===== src/rtl/nn_calc_controller.sv =====
// Fully-connected layer MAC sequencer. Start to done takes NUM_OUTPUTS*(NUM_INPUTS+2) cycles; there is no backpressure because memories answer one cycle after rd_en.
// Define RELU_EN to write negative results as 0 instead of saturating them.
module nn_calc_controller #(
    parameter int NUM_INPUTS  = 784,
    parameter int NUM_OUTPUTS = 10,
    parameter int ACC_WIDTH   = 36,
    parameter int FRAC_BITS   = 8
) (
    input  logic        clk,
    input  logic        n_rst,
    input  logic        start_calc,
    input  logic        clear_data,
    output logic [9:0]  pixel_addr,
    output logic [12:0] weight_addr,
    output logic        rd_en,
    input  logic [7:0]  pixel_in,
    input  logic [15:0] weight_in,
    output logic        result_we,
    output logic [3:0]  result_addr,
    output logic [15:0] result_data,
    output logic        busy,
    output logic        done_calc,
    output logic        overflow
);
    localparam logic [2:0] S_IDLE  = 3'd0;
    localparam logic [2:0] S_RUN   = 3'd1;
    localparam logic [2:0] S_DRAIN = 3'd2;
    localparam logic [2:0] S_WRITE = 3'd3;
    localparam logic [2:0] S_DONE  = 3'd4;

    localparam logic [9:0] IN_LAST  = 10'(NUM_INPUTS - 1);
    localparam logic [3:0] OUT_LAST = 4'(NUM_OUTPUTS - 1);
    localparam logic signed [ACC_WIDTH-1:0] SAT_MAX = ACC_WIDTH'(32'sd32767);
    localparam logic signed [ACC_WIDTH-1:0] SAT_MIN = ACC_WIDTH'(-32'sd32768);

    logic [2:0]                  state;
    logic [9:0]                  in_idx;
    logic [3:0]                  out_idx;
    logic [12:0]                 waddr;
    logic                        rd_q;
    logic                        ovf;
    logic signed [ACC_WIDTH-1:0] acc;
    logic signed [ACC_WIDTH-1:0] shifted;
    logic signed [24:0]          prod;
    logic [15:0]                 sat_val;
    logic                        clamp;

    // Pixel is unsigned, so it gets a zero sign bit before the signed multiply.
    assign prod    = 25'($signed({1'b0, pixel_in})) * 25'($signed(weight_in));
    assign shifted = acc >>> FRAC_BITS;

    always_comb begin
        sat_val = shifted[15:0];
        clamp   = 1'b0;
        if (shifted > SAT_MAX) begin
            sat_val = 16'h7FFF;
            clamp   = 1'b1;
        end
`ifdef RELU_EN
        else if (shifted[ACC_WIDTH-1]) begin
            sat_val = 16'h0000;
        end
`else
        else if (shifted < SAT_MIN) begin
            sat_val = 16'h8000;
            clamp   = 1'b1;
        end
`endif
    end

    assign rd_en       = (state == S_RUN);
    assign pixel_addr  = rd_en ? in_idx : 10'd0;
    assign weight_addr = rd_en ? waddr : 13'd0;
    assign result_we   = (state == S_WRITE) && !clear_data && n_rst;
    assign result_addr = result_we ? out_idx : 4'd0;
    assign result_data = result_we ? sat_val : 16'd0;
    assign busy        = (state == S_RUN) || (state == S_DRAIN) || (state == S_WRITE);
    assign done_calc   = (state == S_DONE);
    assign overflow    = ovf;

    always_ff @(posedge clk) begin
        if (!n_rst || clear_data) begin
            state   <= S_IDLE;
            in_idx  <= 10'd0;
            out_idx <= 4'd0;
            waddr   <= 13'd0;
            rd_q    <= 1'b0;
            acc     <= '0;
            ovf     <= 1'b0;
        end else begin
            // rd_q marks a cycle whose inputs carry data requested one cycle earlier.
            rd_q <= (state == S_RUN);
            if (rd_q)
                acc <= acc + ACC_WIDTH'(prod);
            case (state)
                S_IDLE, S_DONE: begin
                    if (start_calc) begin
                        state   <= S_RUN;
                        in_idx  <= 10'd0;
                        out_idx <= 4'd0;
                        waddr   <= 13'd0;
                        acc     <= '0;
                        ovf     <= 1'b0;
                    end
                end
                S_RUN: begin
                    // waddr keeps counting across neurons so it lands on the next row base.
                    waddr <= waddr + 13'd1;
                    if (in_idx == IN_LAST)
                        state <= S_DRAIN;
                    else
                        in_idx <= in_idx + 10'd1;
                end
                S_DRAIN: state <= S_WRITE;
                S_WRITE: begin
                    acc    <= '0;
                    in_idx <= 10'd0;
                    ovf    <= ovf | clamp;
                    if (out_idx == OUT_LAST) begin
                        state <= S_DONE;
                    end else begin
                        out_idx <= out_idx + 4'd1;
                        state   <= S_RUN;
                    end
                end
                default: state <= S_IDLE;
            endcase
        end
    end
endmodule


===== config.mk =====
export PLATFORM = sky130hd
export DESIGN_NAME = nn_calc_controller
export DESIGN_NICKNAME = d
export VERILOG_FILES = /design/src/rtl/nn_calc_controller.sv
export SDC_FILE = /design/constraint.sdc
export NUM_CORES = 1
export LEC_CHECK = 0
export CAP_MARGIN = 20
export CORE_AREA = 2 2 199 201
export DETAILED_ROUTE_END_ITERATION = 7
export DIE_AREA = 0 0 201 203
export PLACE_DENSITY = 0.5
export SYNTH_ARGS = -nofsm -noshare
export SYNTH_HDL_FRONTEND = slang
export SYNTH_SLANG_ARGS = --single-unit

===== constraint.sdc =====
create_clock -name clk -period 16.5 [get_ports clk]
set_input_delay 4.95 -clock clk [delete_from_list [all_inputs] [get_ports clk]]
set_output_delay 4.95 -clock clk [all_outputs]
set_load 0.005 [all_outputs]

==> results of run 1 <==
==> sequential cells by signal (all words and copies together) (netlist names) <==
| register | flops |
|---|---|
| out_idx | 4 |
| in_idx | 10 |
| acc | 36 |
| overflow | 1 |
| waddr | 13 |
| rd_q | 1 |
| state | 3 |
==> logic make-up (layout without fill, tap and decap cells) <==
logic type / count (synthesis) / after routing / synth area share (%)
XOR/XNOR: 38 / 38 / 3.47
AND/OR/NAND/NOR: 399 / 399 / 21.5
flip-flops: 68 / 68 / 14.2
adder cells (fa/ha/maj): 210 / 210 / 37.7
buffers and inverters: 221 / 277 / 9.00
multiplexers: 16 / 16 / 1.68
AO/OA/AOI/OAI: 195 / 195 / 12.5
==> area by class of cell <==
cell class / count / area [um^2]
Sequential cell: 68 / 1360
Inverter: 178 / 668
Timing Repair Buffer: 83 / 811
Tap cell: 518 / 648
Fill cell: 4185 / 27300
Clock buffer: 10 / 239
Multi-Input combinational cell: 858 / 7360
Clock inverter: 6 / 63.8
==> critical path, stage by stage <==
cell and delay [ns]:
clkdlybuf4s50_1 0.41, nand2b_1 0.14, buf_4 0.22, nor2_1 0.15
nand2_1 0.49, a21oi_1 0.33, clkdlybuf4s50_1 0.54
==> cell usage in the layout (no fill, tap or decap), drive strengths merged, types with 18 or more instances in the layout <==
cell type,count
a21oi,84
inv,178
nand2,105
xnor2,22
ha,79
nand3,32
dfxtp,68
clkdlybuf4s50,75
o21ai,38
fa,131
and2,97
nor2,73
a21o,18
==> stage by stage <==
step	hold slack, ns	power (mW)	area [um^2]	worst slack [ns]	util, %
2_1_floorplan	0.432	1.29	9580	5.70	-
3_3_place_gp	0.444	1.56	10800	4.37	28.2
3_5_place_dp	0.447	1.57	10800	4.30	28.2
4_1_cts	0.457	1.78	11100	4.29	29.0
5_1_grt	0.469	1.98	11100	4.10	29.0
6_report	0.451	1.76	11100	4.31	29.0
==> layer usage <==
layer / part of all wire, % / routed length, um / global-route usage [%] / vias to the layer above
met2: 46 / 11200 / 20.5 / 159
met3: 4.2 / 1020 / 1.97 / 15
met5: 0 / 0 / 0 / -
li1: - / - / - / 3827
met4: 0.92 / 225 / 2.54 / 0
met1: 49 / 12000 / 17.3 / 3785
==> report_power, final <==
group	switching (mW)	leakage (nW)	total, mW	internal, mW
clock	0.0807	0.144	0.202	0.121
sequential	0.00165	0.548	0.167	0.166
combinational	0.838	4.19	1.39	0.555
==> worst max path at each step <==
stage | from | endpoint | slack, ns | cells after the start
6_report | clear_data | result_data[8] | 4.31 | 7
5_1_grt | clear_data | result_data[8] | 4.10 | 7
4_1_cts | clear_data | result_data[8] | 4.29 | 7
3_5_place_dp | clear_data | result_data[8] | 4.30 | 7
3_3_place_gp | clear_data | result_data[12] | 4.37 | 7
2_1_floorplan | clear_data | result_data[10] | 5.70 | 6
==> metrics.txt, run 1 <==
status finished clean; max cap viols 0; largest net degree at the start of global routing 43; clk buf depth 2; WL final 24,400 um; Worst-path clk slew 0.06 ns; Area Growth Syn to Fin 16.4%; Synth Register Bits 68; Syn Area/Cell 8.35 um^2; synthesized instance count 1,147; Root Driver clkbuf_16; Sink Count 68; layout cells sized above 1 4.49%; CP arrival 7.24 ns; synth unique cells 67; Worst-Margin Slew 0.826 ns; antenna-violating nets left 0; Max-slew headroom 44.9%; Hold Path End acc[9]; largest fanout on the critical path 24; # H-tree levels 3; endpoints failing hold 0; dpl cells 1,705; post-CTS setup buffer count 0; worst hold path stage count 2; Worst VDD drop 0.0868 mV; initial drt markers 298; Row Count 72; Post-Syn Area 9580 um^2; Tmin final 12.19 ns; Non-Filler Instances 1,721; Initial Util 24.9%; routed vias/inst 4.52; DRC 0; vias in the first global route 7,966; hold path start acc[9]; Nets 1,436; area of the core 38,500 um^2; Hold WC Path Type reg2reg; post-synth top area cell fa_1; Final Slew Violations 0; GRT overflow 0; leakage power 4.88 nW; CTS resizes 0; CTS tree built; Post-synth ARST share 0%; Worst R2R Setup Slack 13.08 ns; Synthesis Warnings 0; Setup crit end kind primary output; worst reg2reg startpoint acc[13]; # diodes 0; ys flop type dfxtp_1; share of the synthesized area in the top cell type 27.4%; CTS Hold Bufs 0; fmax 0.0820 GHz; r2r worst-path depth 12; worst skew pair latency 0.34 ns; Power Dens Cells 158 nW/um^2; Net Count, Synth 1,385; DR vias 7,786; Worst Skew 0.00799 ns; reg-to-reg endpoint acc[33]; final setup fails 0; WL per Instance 14.2 um; synth top area cells fa_1 27%, dfxtp_1 14%, ha_1 10%; unrepaired setup endpoints after global routing false; Initial DRT Pass Iterations 5; EDFF count, synth 0; Die ar. 40,800 um^2; Routability Congestion 0.832; Final TNS setup 0 ns; critical path class in2out; Port Buffer Count 75; Chip Width 201 um; most common library cells after synthesis 177 x inv_1, 131 x fa_1, 105 x nand2_1; top-count cell post-synth inv_1; I/O pin count 76; gr usage total 12.5%; fin crit share 73.9%; startpoint types input pin; DP Wirelength 19,200 um; initial antenna violation count 0; post-synthesis sequential area ratio 14.2%; required time of the critical path 11.55 ns; TritonCTS buffer count 9; Die Ht 203 um; first-pass GRT wire length 41,700 um
Note: power is estimated with default switching activity, not from simulation.
==> run 2: changes to the inputs <==
==> constraint.sdc (replaced) <==
create_clock -name clk -period 12.3 [get_ports clk]
set_input_delay 3.69 -clock clk [delete_from_list [all_inputs] [get_ports clk]]
set_output_delay 3.69 -clock clk [all_outputs]
set_load 0.005 [all_outputs]
==> run 2 against run 1 <==
  * Register-to-register slack worse by 4.2 ns
  * Global-route usage rose by 0.36 points
  * Cell count fell by 0.35%
  * Clock skew rose by 0.0020 ns
  * Critical path depth fell by 1
  * First-iteration DRC count shrank 0.67%
  * Total power rose by 37%
  * Die area unchanged
  * Design area is 0.37% lower
  * Critical path type unchanged
  * Critical endpoint is now result_data[4]
  * Highest routed layer unchanged
==> metrics.txt, run 2 (same netlist as run 1, synthesis figures left out) <==
endpoints failing hold 0 (unchanged); worst reg2reg startpoint acc[13] (unchanged); Die Ht 203 um (unchanged); largest fanout on the critical path 24 (unchanged); Chip Width 201 um (unchanged); area of the core 38,500 um^2 (unchanged); DP Area 10,800 um^2 (about the same); required time of the critical path 8.61 ns (was 11.55 ns); Port Buffer Count 75 (unchanged); CP Cell Sequence clkdlybuf4s50_1 > nand2b_1 > nor2_1 > nand2_1 > a21oi_1 > clkdlybuf4s50_1 (was clkdlybuf4s50_1 > nand2b_1 > buf_4 > nor2_1 > nand2_1 > a21oi_1 > clkdlybuf4s50_1); Row Count 72 (unchanged); reg-to-reg endpoint acc[29] (was acc[33]); Routability Congestion 0.817 (was 0.832); fin crit share 82.5%; startpoint types input pin (unchanged); first-pass GRT wire length 42,700 um (was 41,700 um); WL final 25,000 um (was 24,400 um); top flop regs acc x36, waddr x13, in_idx x10 (unchanged); Power Dens Cells 218 nW/um^2 (was 158 nW/um^2); GRT overflow 0 (unchanged); CTS Hold Bufs 0 (unchanged); CTS resizes 0 (unchanged); Worst Skew 0.00995 ns (was 0.00799 ns); Tmin final 10.15 ns; status finished clean (unchanged); layout cells sized above 1 4.01% (was 4.49%); Largest Register acc (unchanged); commonest non-fill, non-tap cell in the layout inv_1 (unchanged); final setup fails 0 (unchanged); Nets 1,430 (was 1,436); DRC 0 (unchanged); Initial Util 24.9% (unchanged); Top Family by Delay on Critical Path simple AND/OR/NAND/NOR gates (was buffers and inverters); cell mode on critical path clkdlybuf4s50_1 (unchanged); initial antenna violation count 0 (unchanged); DP Wirelength 19,600 um (was 19,200 um); Design Area, Final 11,100 um^2 (about the same); initial drt markers 296 (was 298); Sink Count 68 (unchanged); Final Slew Violations 0 (unchanged); post-CTS setup buffer count 0 (unchanged); # diodes 0 (unchanged); Setup crit end kind primary output (unchanged); CTS tree built (unchanged); Hold WC Path Type reg2reg (unchanged); largest net degree at the start of global routing 43 (unchanged); Worst VDD drop 0.116 mV (was 0.0868 mV); Worst R2R Setup Slack 8.86 ns (was 13.08 ns); most frequent cells in the layout 177 x inv_1, 131 x fa_1, 105 x nand2_1 (unchanged); I/O pin count 76 (unchanged); antenna-violating nets left 0 (unchanged); Initial DRT Pass Iterations 5 (unchanged); worst skew pair latency 0.34 ns (about the same); WL per Instance 14.6 um (was 14.2 um); Finished Core Util 28.9% (was 29.0%); max cap viols 0 (unchanged); Final TNS setup 0 ns (unchanged); Min Hold Slack 0.451 ns (about the same); Largest register FFs 36 (unchanged); Die ar. 40,800 um^2 (unchanged); Worst-path clk slew 0.06 ns (about the same); vias in the first global route 8,100 (was 7,966); Area Growth Syn to Fin 15.9% (was 16.4%); CP arrival 6.46 ns (was 7.24 ns); Worst-Margin Slew 0.939 ns (was 0.826 ns); # fillers 4,203 (was 4,185); r2r worst-path depth 12 (unchanged); Root Driver clkbuf_16 (unchanged); worst hold path stage count 2 (unchanged); WP buf/inv 2 (was 3); unrepaired setup endpoints after global routing false (unchanged); Critical-path top delay cell nand2b_1 (was clkdlybuf4s50_1); DR vias 7,618 (was 7,786); Hold Path End acc[13] (was acc[9]); TritonCTS buffer count 9 (unchanged); clk buf depth 2 (unchanged); Crit path largest cell delay 0.58 ns (was 0.54 ns); hold path start acc[13] (was acc[9]); critical path class in2out (unchanged); Max-slew headroom 37.4% (was 44.9%); # H-tree levels 3 (unchanged); routed vias/inst 4.44 (was 4.52); leakage power 4.86 nW (was 4.88 nW); gr usage total 12.8% (was 12.5%); fmax 0.0986 GHz
==> run 2: routing by layer <==
metal | vias to the layer above | wire length, um | track usage, %
li1 | 3804 | - | -
met1 | 3633 | 12600 | 18.2
met2 | 158 | 11200 | 20.7
met3 | 23 | 903 | 1.57
met4 | 0 | 366 | 3.10
met5 | - | 0 | 0
==> run 2: worst max-delay path by stage <==
| stage | startpoint | cells after the start | endpoint | slack, ns |
|---|---|---|---|---|
| 2_1_floorplan | pixel_in[5] | 18 | acc[35] | 3.45 |
| 3_3_place_gp | pixel_in[0] | 19 | acc[35] | 2.05 |
| 3_5_place_dp | pixel_in[0] | 19 | acc[35] | 1.99 |
| 4_1_cts | clear_data | 6 | result_data[5] | 2.10 |
| 5_1_grt | pixel_in[0] | 18 | acc[35] | 1.76 |
| 6_report | clear_data | 6 | result_data[4] | 2.15 |
==> run 2: per-stage QoR <==
stage | setup WS (ns) | total power [mW] | instances
after floorplan | 3.45 | 1.72 | 1147
after global placement | 2.05 | 2.15 | 1699
after detailed placement | 1.99 | 2.15 | 1699
after CTS | 2.10 | 2.45 | 1715
after global routing | 1.76 | 2.71 | 1715
final | 2.15 | 2.42 | 1715
==> run 2: tightest hold or removal path: stages (launching register included) <==
cell and delay [ns]:
dfxtp_1 0.31, nand2_1 0.05, a21oi_1 0.05
==> run 2: area by class of cell <==
| cell class | count | area, um^2 | share of cell area (%) |
|---|---|---|---|
| Sequential cell | 68 | 1360 | 12.3 |
| Timing Repair Buffer | 77 | 766 | 6.89 |
| Multi-Input combinational cell | 858 | 7360 | 66.2 |
| Clock buffer | 9 | 225 | 2.03 |
| Clock inverter | 7 | 81.3 | 0.732 |
| Tap cell | 518 | 648 | 5.83 |
| Inverter | 178 | 668 | 6.01 |
==> run 2: where the power goes <==
| part | switching [mW] | internal [mW] | total [mW] |
|---|---|---|---|
| sequential | 0.00220 | 0.222 | 0.225 |
| combinational | 1.16 | 0.755 | 1.92 |
| clock | 0.114 | 0.160 | 0.274 |
| total | 1.28 | 1.14 | 2.42 |
